<file path="src/rtl/onehot_dec_pkg.sv">
// Shared types and decode helper for the registered one-hot decoder.
package onehot_dec_pkg;

  // Widest one-hot vector the helper function can build.
  localparam int unsigned MAX_OUT_W = 64;

  typedef enum logic [1:0] {
    MODE_HOLD  = 2'b00,
    MODE_SCAN  = 2'b01,
    MODE_PULSE = 2'b10,
    MODE_RSVD  = 2'b11
  } mode_t;

  typedef enum logic {
    PS_IDLE   = 1'b0,
    PS_ACTIVE = 1'b1
  } pulse_state_t;

  // Sets bit `value` when value < out_w; out-of-range codes give all zeros.
  function automatic logic [MAX_OUT_W-1:0] onehot(input int unsigned value,
                                                  input int unsigned out_w);
    logic [MAX_OUT_W-1:0] r;
    r = '0;
    if (value < out_w && value < MAX_OUT_W)
      r = {{(MAX_OUT_W-1){1'b0}}, 1'b1} << value;
    return r;
  endfunction

endpackage

</file>
<file path="src/rtl/onehot_dec_core.sv">
// Combinational binary-to-one-hot decode with an in-range flag.
module onehot_dec_core
  import onehot_dec_pkg::*;
#(
  parameter int unsigned IN_W  = 3,
  parameter int unsigned OUT_W = 8
) (
  input  logic [IN_W-1:0]  value,
  output logic [OUT_W-1:0] dec,
  output logic             valid
);

  // Decode the value and flag codes that have no output line.
  always_comb begin
    dec   = OUT_W'(onehot(32'(value), OUT_W));
    valid = (32'(value) < OUT_W);
  end

endmodule

</file>
<file path="src/rtl/onehot_decoder_seq.sv">
// Registered binary-to-one-hot decoder with HOLD, SCAN and PULSE modes.
module onehot_decoder_seq
  import onehot_dec_pkg::*;
#(
  parameter int unsigned IN_W      = 3,
  parameter int unsigned OUT_W     = 8,
  parameter int unsigned PULSE_LEN = 4
) (
  input  logic             clk,
  input  logic             rst_n,
  input  logic             enable,
  input  logic [1:0]       mode,
  input  logic [IN_W-1:0]  sel,
  input  logic             load,
  output logic [OUT_W-1:0] out,
  output logic             busy,
  output logic             err
);

  localparam int unsigned       TIMER_W    = (PULSE_LEN > 1) ? $clog2(PULSE_LEN) : 1;
  localparam logic [TIMER_W-1:0] TIMER_INIT = TIMER_W'(PULSE_LEN - 1);
  localparam logic [IN_W-1:0]    CNT_LAST   = IN_W'(OUT_W - 1);

  mode_t              mode_e;
  pulse_state_t       state_q, state_d;
  logic [TIMER_W-1:0] timer_q, timer_d;
  logic [IN_W-1:0]    cnt_q, cnt_d;
  logic [IN_W-1:0]    dec_value;
  logic [OUT_W-1:0]   dec;
  logic               dec_valid;
  logic [OUT_W-1:0]   out_d;
  logic               err_d;

  assign mode_e = mode_t'(mode);

  // One shared decoder: SCAN walks the counter, every other mode decodes sel.
  assign dec_value = (mode_e == MODE_SCAN) ? cnt_q : sel;

  onehot_dec_core #(
    .IN_W  (IN_W),
    .OUT_W (OUT_W)
  ) u_core (
    .value (dec_value),
    .dec   (dec),
    .valid (dec_valid)
  );

  assign busy = (state_q == PS_ACTIVE);

  // Pulse FSM state and timer register.
  always_ff @(posedge clk or negedge rst_n) begin
    if (!rst_n) begin
      state_q <= PS_IDLE;
      timer_q <= '0;
    end else begin
      state_q <= state_d;
      timer_q <= timer_d;
    end
  end

  // Pulse FSM next state: leaving PULSE or dropping enable aborts a pulse.
  always_comb begin
    state_d = state_q;
    timer_d = timer_q;
    if (!enable || mode_e != MODE_PULSE) begin
      state_d = PS_IDLE;
      timer_d = '0;
    end else begin
      case (state_q)
        PS_IDLE: begin
          if (load && dec_valid) begin
            state_d = PS_ACTIVE;
            timer_d = TIMER_INIT;
          end
        end
        PS_ACTIVE: begin
          if (timer_q == '0) state_d = PS_IDLE;
          else               timer_d = timer_q - TIMER_W'(1);
        end
      endcase
    end
  end

  // Next out/err for every mode; enable low forces both to zero.
  always_comb begin
    out_d = '0;
    err_d = 1'b0;
    if (enable) begin
      case (mode_e)
        MODE_HOLD: begin
          out_d = dec;
          err_d = ~dec_valid;
        end
        MODE_SCAN: out_d = dec;
        MODE_PULSE: begin
          case (state_q)
            PS_IDLE: begin
              if (load) begin
                if (dec_valid) out_d = dec;
                else           err_d = 1'b1;
              end
            end
            PS_ACTIVE: begin
              if (timer_q != '0) out_d = out;
            end
          endcase
        end
        MODE_RSVD: err_d = 1'b1;
      endcase
    end
  end

  // Scan counter: cleared outside SCAN, held while disabled, wraps at OUT_W-1.
  always_comb begin
    cnt_d = cnt_q;
    if (mode_e != MODE_SCAN) cnt_d = '0;
    else if (enable)         cnt_d = (cnt_q == CNT_LAST) ? '0 : cnt_q + IN_W'(1);
  end

  // Output flops and scan counter register.
  always_ff @(posedge clk or negedge rst_n) begin
    if (!rst_n) begin
      out   <= '0;
      err   <= 1'b0;
      cnt_q <= '0;
    end else begin
      out   <= out_d;
      err   <= err_d;
      cnt_q <= cnt_d;
    end
  end

endmodule

</file>
<file path="config.mk">
export PLATFORM = sky130hd
export DESIGN_NAME = onehot_decoder_seq
export DESIGN_NICKNAME = d
export VERILOG_FILES = /design/src/rtl/onehot_dec_pkg.sv /design/src/rtl/onehot_dec_core.sv /design/src/rtl/onehot_decoder_seq.sv
export SDC_FILE = /design/constraint.sdc
export NUM_CORES = 1
export LEC_CHECK = 0
export BUFFER_PORTS_ARGS = -buffer_cell sky130_fd_sc_hd__buf_4
export CAP_MARGIN = 20
export CORE_MARGIN = 2
export CORE_UTILIZATION = 50
export DETAILED_ROUTE_END_ITERATION = 8
export PLACE_DENSITY = 0.85
export SYNTH_ARGS = -nofsm -noshare
export SYNTH_HDL_FRONTEND = slang
export SYNTH_HIERARCHICAL = 1
export SYNTH_SLANG_ARGS = --single-unit
</file>
<file path="constraint.sdc">
create_clock -name clk -period 2.1 [get_ports clk]
set_input_delay 0.315 -clock clk [delete_from_list [all_inputs] [get_ports clk]]
set_output_delay 0.315 -clock clk [all_outputs]
set_load 0.05 [all_outputs]
</file>
# After elaboration in Yosys (flattened, before gate mapping)
# Cells that the tools add are included.
totals:
  elab_cells: 45
  input_bits: 9
  out_inout_bits: 10
  regBits: 15
op_classes:
  muxes: 19
  shifts: 1
  n_addsub: 2
  reduce_logical: 8
  bitwise: 1
  eq_ne: 9
ops:
  columns: ["operator", "n"]
  rows:
  - ["case mux 8 bit (2 select lines)", 2]
  - ["2-to-1 mux 8 bit", 3]
  - ["2-to-1 mux 3 bit", 4]
  - ["left shift 1 x 3 -> 8 bit (first input constant)", 1]
  - ["2-to-1 mux 2 bit", 3]
  - ["!= test 3 bit (second input constant)", 2]
  - ["2-to-1 mux 1 bit", 5]
  - ["== test 2 bit (second input constant)", 2]
  - ["logical NOT 2 bit", 2]
  - ["!= test 4 bit (second input constant)", 1]
  - ["case mux 2 bit (2 select lines)", 1]
  - ["nonzero test 2 bit", 2]
  - ["adder 3 x 1 -> 3 bit (second input constant)", 1]
  - ["== test 3 bit (second input constant)", 1]
  - ["== test 2 x 1 -> 1 bit (second input constant)", 1]
  - ["!= test 2 x 1 -> 1 bit (second input constant)", 1]
  - ["!= test 2 bit (second input constant)", 1]
  - ["case mux 1 bit (2 select lines)", 1]
  - ["AND reduction 2 bit", 1]
  - ["OR reduction 2 bit", 1]
  - ["subtractor 2 x 1 -> 2 bit (second input constant)", 1]
  - ["logical NOT 1 bit", 1]
  - ["logical OR 1 bit", 1]
  - ["inverter 1 bit", 1]

# Logic depth before layout (Yosys ltp)
depth:
  depth_word: 7
  ltp_mapped: 5
  depth_no_buf: 5

# Hierarchy
# Netlist, hierarchy kept.
by_module_without_submodules:
  columns: ["module", "n_inst", "cells_per_inst", "area_per_inst_um2"]
  rows:
  - ["onehot_decoder_seq", 1, 60, 714.4]
  - ["onehot_dec_core", 1, 10, 76.3]

# Worst setup path before layout
# No wires, ideal clock.
synth_timing:
  path_type: "input port to flip-flop"
  startpoint: "input mode[1]"
  endpoint: "register out[3]"
  arrival_ns: 1.438
  n_path_buf: 1
  t_required_ns: 1.979
  path_slack_ns: 0.541
  path_stages: 5
  setup_time_ns: 0.121
  path_cell_list: "nand2b_1 clkbuf_1 mux2_1 and3b_2 a22o_1"
synth_via:
  elab_chain_cells: 7
  elab_cells_between_ends: 11
synth_rtl:
  columns: ["element", "line", "text"]
  rows:
  - ["from (decl)", "onehot_decoder_seq.sv:12", "input logic [1:0] mode,"]
  - ["== test 2 x 1 -> 1 bit (*)", "onehot_decoder_seq.sv:37", "assign dec_value = (mode_e == MODE_SCAN) ? cnt_q : sel;"]
  - ["2-to-1 mux 3 bit (*)", "onehot_decoder_seq.sv:37", null]
  - ["net dec_value[0]", "onehot_decoder_seq.sv:28", "logic [IN_W-1:0] dec_value;"]
  - ["left shift 1 x 3 -> 8 bit (*)", "onehot_dec_pkg.sv:25", "r = {{(MAX_OUT_W-1){1'b0}}, 1'b1} << value;"]
  - ["net dec[3]", "onehot_decoder_seq.sv:29", "logic [OUT_W-1:0] dec;"]
  - ["2-to-1 mux 8 bit", "onehot_decoder_seq.sv:98", "if (load) begin"]
  - ["case mux 8 bit (2 select lines)", "onehot_decoder_seq.sv:96", "case (state_q)"]
  - ["case mux 8 bit (2 select lines) (*)", "onehot_decoder_seq.sv:89", "case (mode_e)"]
  - ["2-to-1 mux 8 bit (*)", "onehot_decoder_seq.sv:88", "if (enable) begin"]
  - ["to (signal assigned)", "onehot_decoder_seq.sv:127", "out <= out_d;"]
  - ["to (decl)", "onehot_decoder_seq.sv:15", "output logic [OUT_W-1:0] out,"]
# The timed path passes the listed nets; every way through them passes the cells marked *.
# A chain may end at the register's enable or synchronous reset.

# Worst setup path after layout
layout_timing:
  startpoint: "register timer_q[0]"
  endpoint: "register out[1]"
layout_via:
  elab_chain_cells: 2
layout_rtl:
  columns: ["element", "line", "text"]
  rows:
  - ["from (decl)", "onehot_decoder_seq.sv:26", "logic [TIMER_W-1:0] timer_q, timer_d;"]
  - ["from (signal assigned)", "onehot_decoder_seq.sv:57", "timer_q <= timer_d;"]
  - ["nonzero test 2 bit", "onehot_decoder_seq.sv:104", "if (timer_q != '0) out_d = out;"]
  - ["!= test 4 bit (no line)", null, null]
# No other way between the ends.

==> impl_metrics.csv <==
group,metric,value,unit
worst_setup_path,setup.worst_path.end_class,"flop",
global_routing,grt_busiest_layer,"met2",
clocking,clkLatencyLatePin,290,ps
final_layout,syn2layout_area_growth,22.3,%
clocking,hold_buffers,1,
global_routing,antenna_found_initial,0,
sta,worst_slew_pin_slew,549,ps
logic_synthesis,ys_types,24,
sta,holdWs,302,ps
drt,vias,611,
logic_synthesis,synth_area,791,um^2
logic_synthesis,synth_commonest_cells,"dfrtp_1, a22o_1, nor2_1",
drt,wire_per_inst,14.6,um
status,status,"complete, no violations",
clocking,cts_resized,0,
drt,viasPerCell,5.76,
die,num_rows,14,
drt,route.detailed.drc,0,
global_routing,grtUsageTotal,19.4,%
sta,finalHoldViolCount,0,
logic_synthesis,synth_edf_count,0,
worst_setup_path,crit_buf_inv,1,
final_layout,fin_nets,103,
die,io-pin-count,19,
worst_setup_path,worstPathArrival,1980,ps
sta,rsz0062_at_grt,"no",
sta,finalCritPeriodShare,83.6,%
sta,fin_crit,1750,ps
logic_synthesis,yosysWarnings,6,
hold_path,worst_hold_path_type,"primary input to flop",
sta,final_max_slew_viol_count,0,
global_routing,use_met2,29.1,%
clocking,cts_sinks,15,
place,post_dp_cell_area,930,um^2
clocking,cts_max_level,1,
logic_synthesis,syn_nets,82,
drt,ant_nets,0,
clocking,postCtsSetupRepairBufs,0,
die,die_w,43.8,um
die,die-area,1920,um^2
job,cap_violations,0,
pwr,vdd_ir_drop_max,0.292,mV
sta,setup_viol,0,
final_layout,antenna_cells,0,
pwr,p_leak,0.495,nW
clocking,cts-root-buf,"clkbuf_4",
final_layout,final_area,967,um^2
global_routing,grt_pass1_vias,594,
drt,wirelength,1540,um
logic_synthesis,yosysMostFrequentCell,"dfrtp_1",
die,start_util,53.1,%
sta,maxSlewHeadroom,63.3,%
worst_setup_path,crit_chain,"inv_1, ha_1, and4bb_1, a211oi_2, a22o_1",
drt,drt_pass1_iterations,4,
global_routing,grt_pass1_wl,2670,um
global_routing,grt_max_degree,16,
logic_synthesis,netlist_top_cells_area,"dfrtp_1, a22o_1, ha_1",
clocking,cts_tree,"yes",
logic_synthesis,syn_area_per_cell,11.3,um^2
global_routing,grt-ovfl-total,0,
pwr,power_density,582,nW/um^2
worst_setup_path,start_kind,"flop",
logic_synthesis,synthCells,70,
logic_synthesis,ys_ff_latch,15,
worst_setup_path,critPathTopFamily,"compound AO/OA/AOI/OAI gates",
final_layout,layout-drive-gt1-share,30.0,%
worst_setup_path,cp.required,2330,ps
sta,finalClockSkew,3.79,ps
worst_setup_path,cp_slowest_stage_delay,500,ps
clocking,numCtsBuffers,3,
logic_synthesis,synthFlopType,"dfrtp_1",
clocking,clk_pin_slew,90,ps
worst_setup_path,crit_fanout,8,
sta,fin_setup_tns,0,ps
place,gp_congestion,0.762,
logic_synthesis,synth_top_cell_area_share,47.5,%
drt,first_iter_violations,5,
worst_setup_path,criticalPathCategory,"flop to flop",
logic_synthesis,yosysSeqAreaShare,47.5,%
logic_synthesis,synth_top_area_cell,"dfrtp_1",
place,hpwl,1120,um
sta,max_freq,570,MHz
global_routing,met3_usage,5.00,%
clocking,clockBufferDepth,2,
die,core,1490,um^2
worst_setup_path,crit_slowest_cell,"a211oi_2",
logic_synthesis,synthArstFlopShare,100,%
place,numPortBuffers,18,
die,die_height,43.8,um
global_routing,gr-usage-met1,25.3,%
worst reg2reg max path, stage by stage, from the launching register on:
cell	delay (ps)
dfrtp_1	380
inv_1	120
ha_1	220
and4bb_1	240
a211oi_2	500
a22o_1	240
per-layer routing:
metal	vias up	part of all wire [%]
met1	293	46
li1	298	-
met4	0	2.5
met2	15	47
met3	5	4.9
met5	-	0
layout by cell type, fill, tap and decap left out:
cell type      Yosys  final
a211oi_1           2      2
a211oi_2           1      1
a21oi_1            4      4
a22o_1             8      8
and3_2             1      1
and3b_2            3      3
and4bb_1           1      1
buf_4              1     18
clkbuf_4           0      3
clkinv_2           0      1
conb_1             1      1
dfrtp_1           15     15
dlygate4sd3_1      0      1
ha_1               3      3
inv_1              3      3
mux2_1             3      3
mux2i_1            2      2
nand2b_1           3      3
nand3_1            1      1
nand3b_1           2      2
nand4bb_1          1      1
nor2_1             6      6
nor3_1             1      1
nor3b_1            5      5
o211a_1            1      1
area by class of cell:
class | count | area, um^2
Clock buffer | 3 | 22.5
Clock inverter | 1 | 5.00
Fill cell | 119 | 522
Inverter | 3 | 11.3
Multi-Input combinational cell | 49 | 388
Sequential cell | 15 | 375
Tap cell | 16 | 20.0
Timing Repair Buffer | 19 | 145
flip-flops by register name, summed over array words and instances, names as in the netlist:
signal	cells
out	8
cnt_q	3
err	1
timer_q	2
busy	1
worst paths after layout:
check,end,depth (start not counted),startpoint,slack [ps]
min in group asynchronous,out[4]$_DFFE_PN0P_,2,rst_n,410
worst max register to register,out[1]$_DFFE_PN0P_,5,timer_q[0]$_DFFE_PN0P_,350
worst min register to register,out[7]$_DFFE_PN0P_,1,out[7]$_DFFE_PN0P_,510
worst min-delay path,err$_DFF_PN0_,2,enable,300
worst max-delay path,out[1]$_DFFE_PN0P_,5,timer_q[0]$_DFFE_PN0P_,350
max in group asynchronous,out[0]$_DFFE_PN0P_,2,rst_n,1520
logic make-up (layout without fill, tap and decap cells):
kind of cell / Yosys count / in the layout / share of synthesized area, %
muxes: 5 / 5 / 6.80
adders and majority gates: 3 / 3 / 4.75
DFF: 15 / 15 / 47.5
AOI/OAI and AO/OA: 16 / 16 / 16.1
other: 1 / 1 / 0.474
and+or+nand+nor: 24 / 24 / 20.9
buffers and inverters: 6 / 26 / 3.48
report_power, final:
part	internal (mW)	leakage (nW)	switching, mW
registers	0.295	0.206	0.00460
clock network	0.0708	0.0177	0.0989
logic	0.0391	0.271	0.0544
through the flow:
step / total power, mW / setup WS (ps) / instances / util, %
after floorplan: 0.365 / 541 / 70 / -
after global placement: 0.396 / 418 / 101 / 62.4
after detailed placement: 0.398 / 383 / 101 / 62.4
after CTS: 0.568 / 354 / 106 / 65.0
after global routing: 0.593 / 239 / 106 / 65.0
final: 0.563 / 345 / 106 / 65.0
Power figures use the tool's default switching activity.
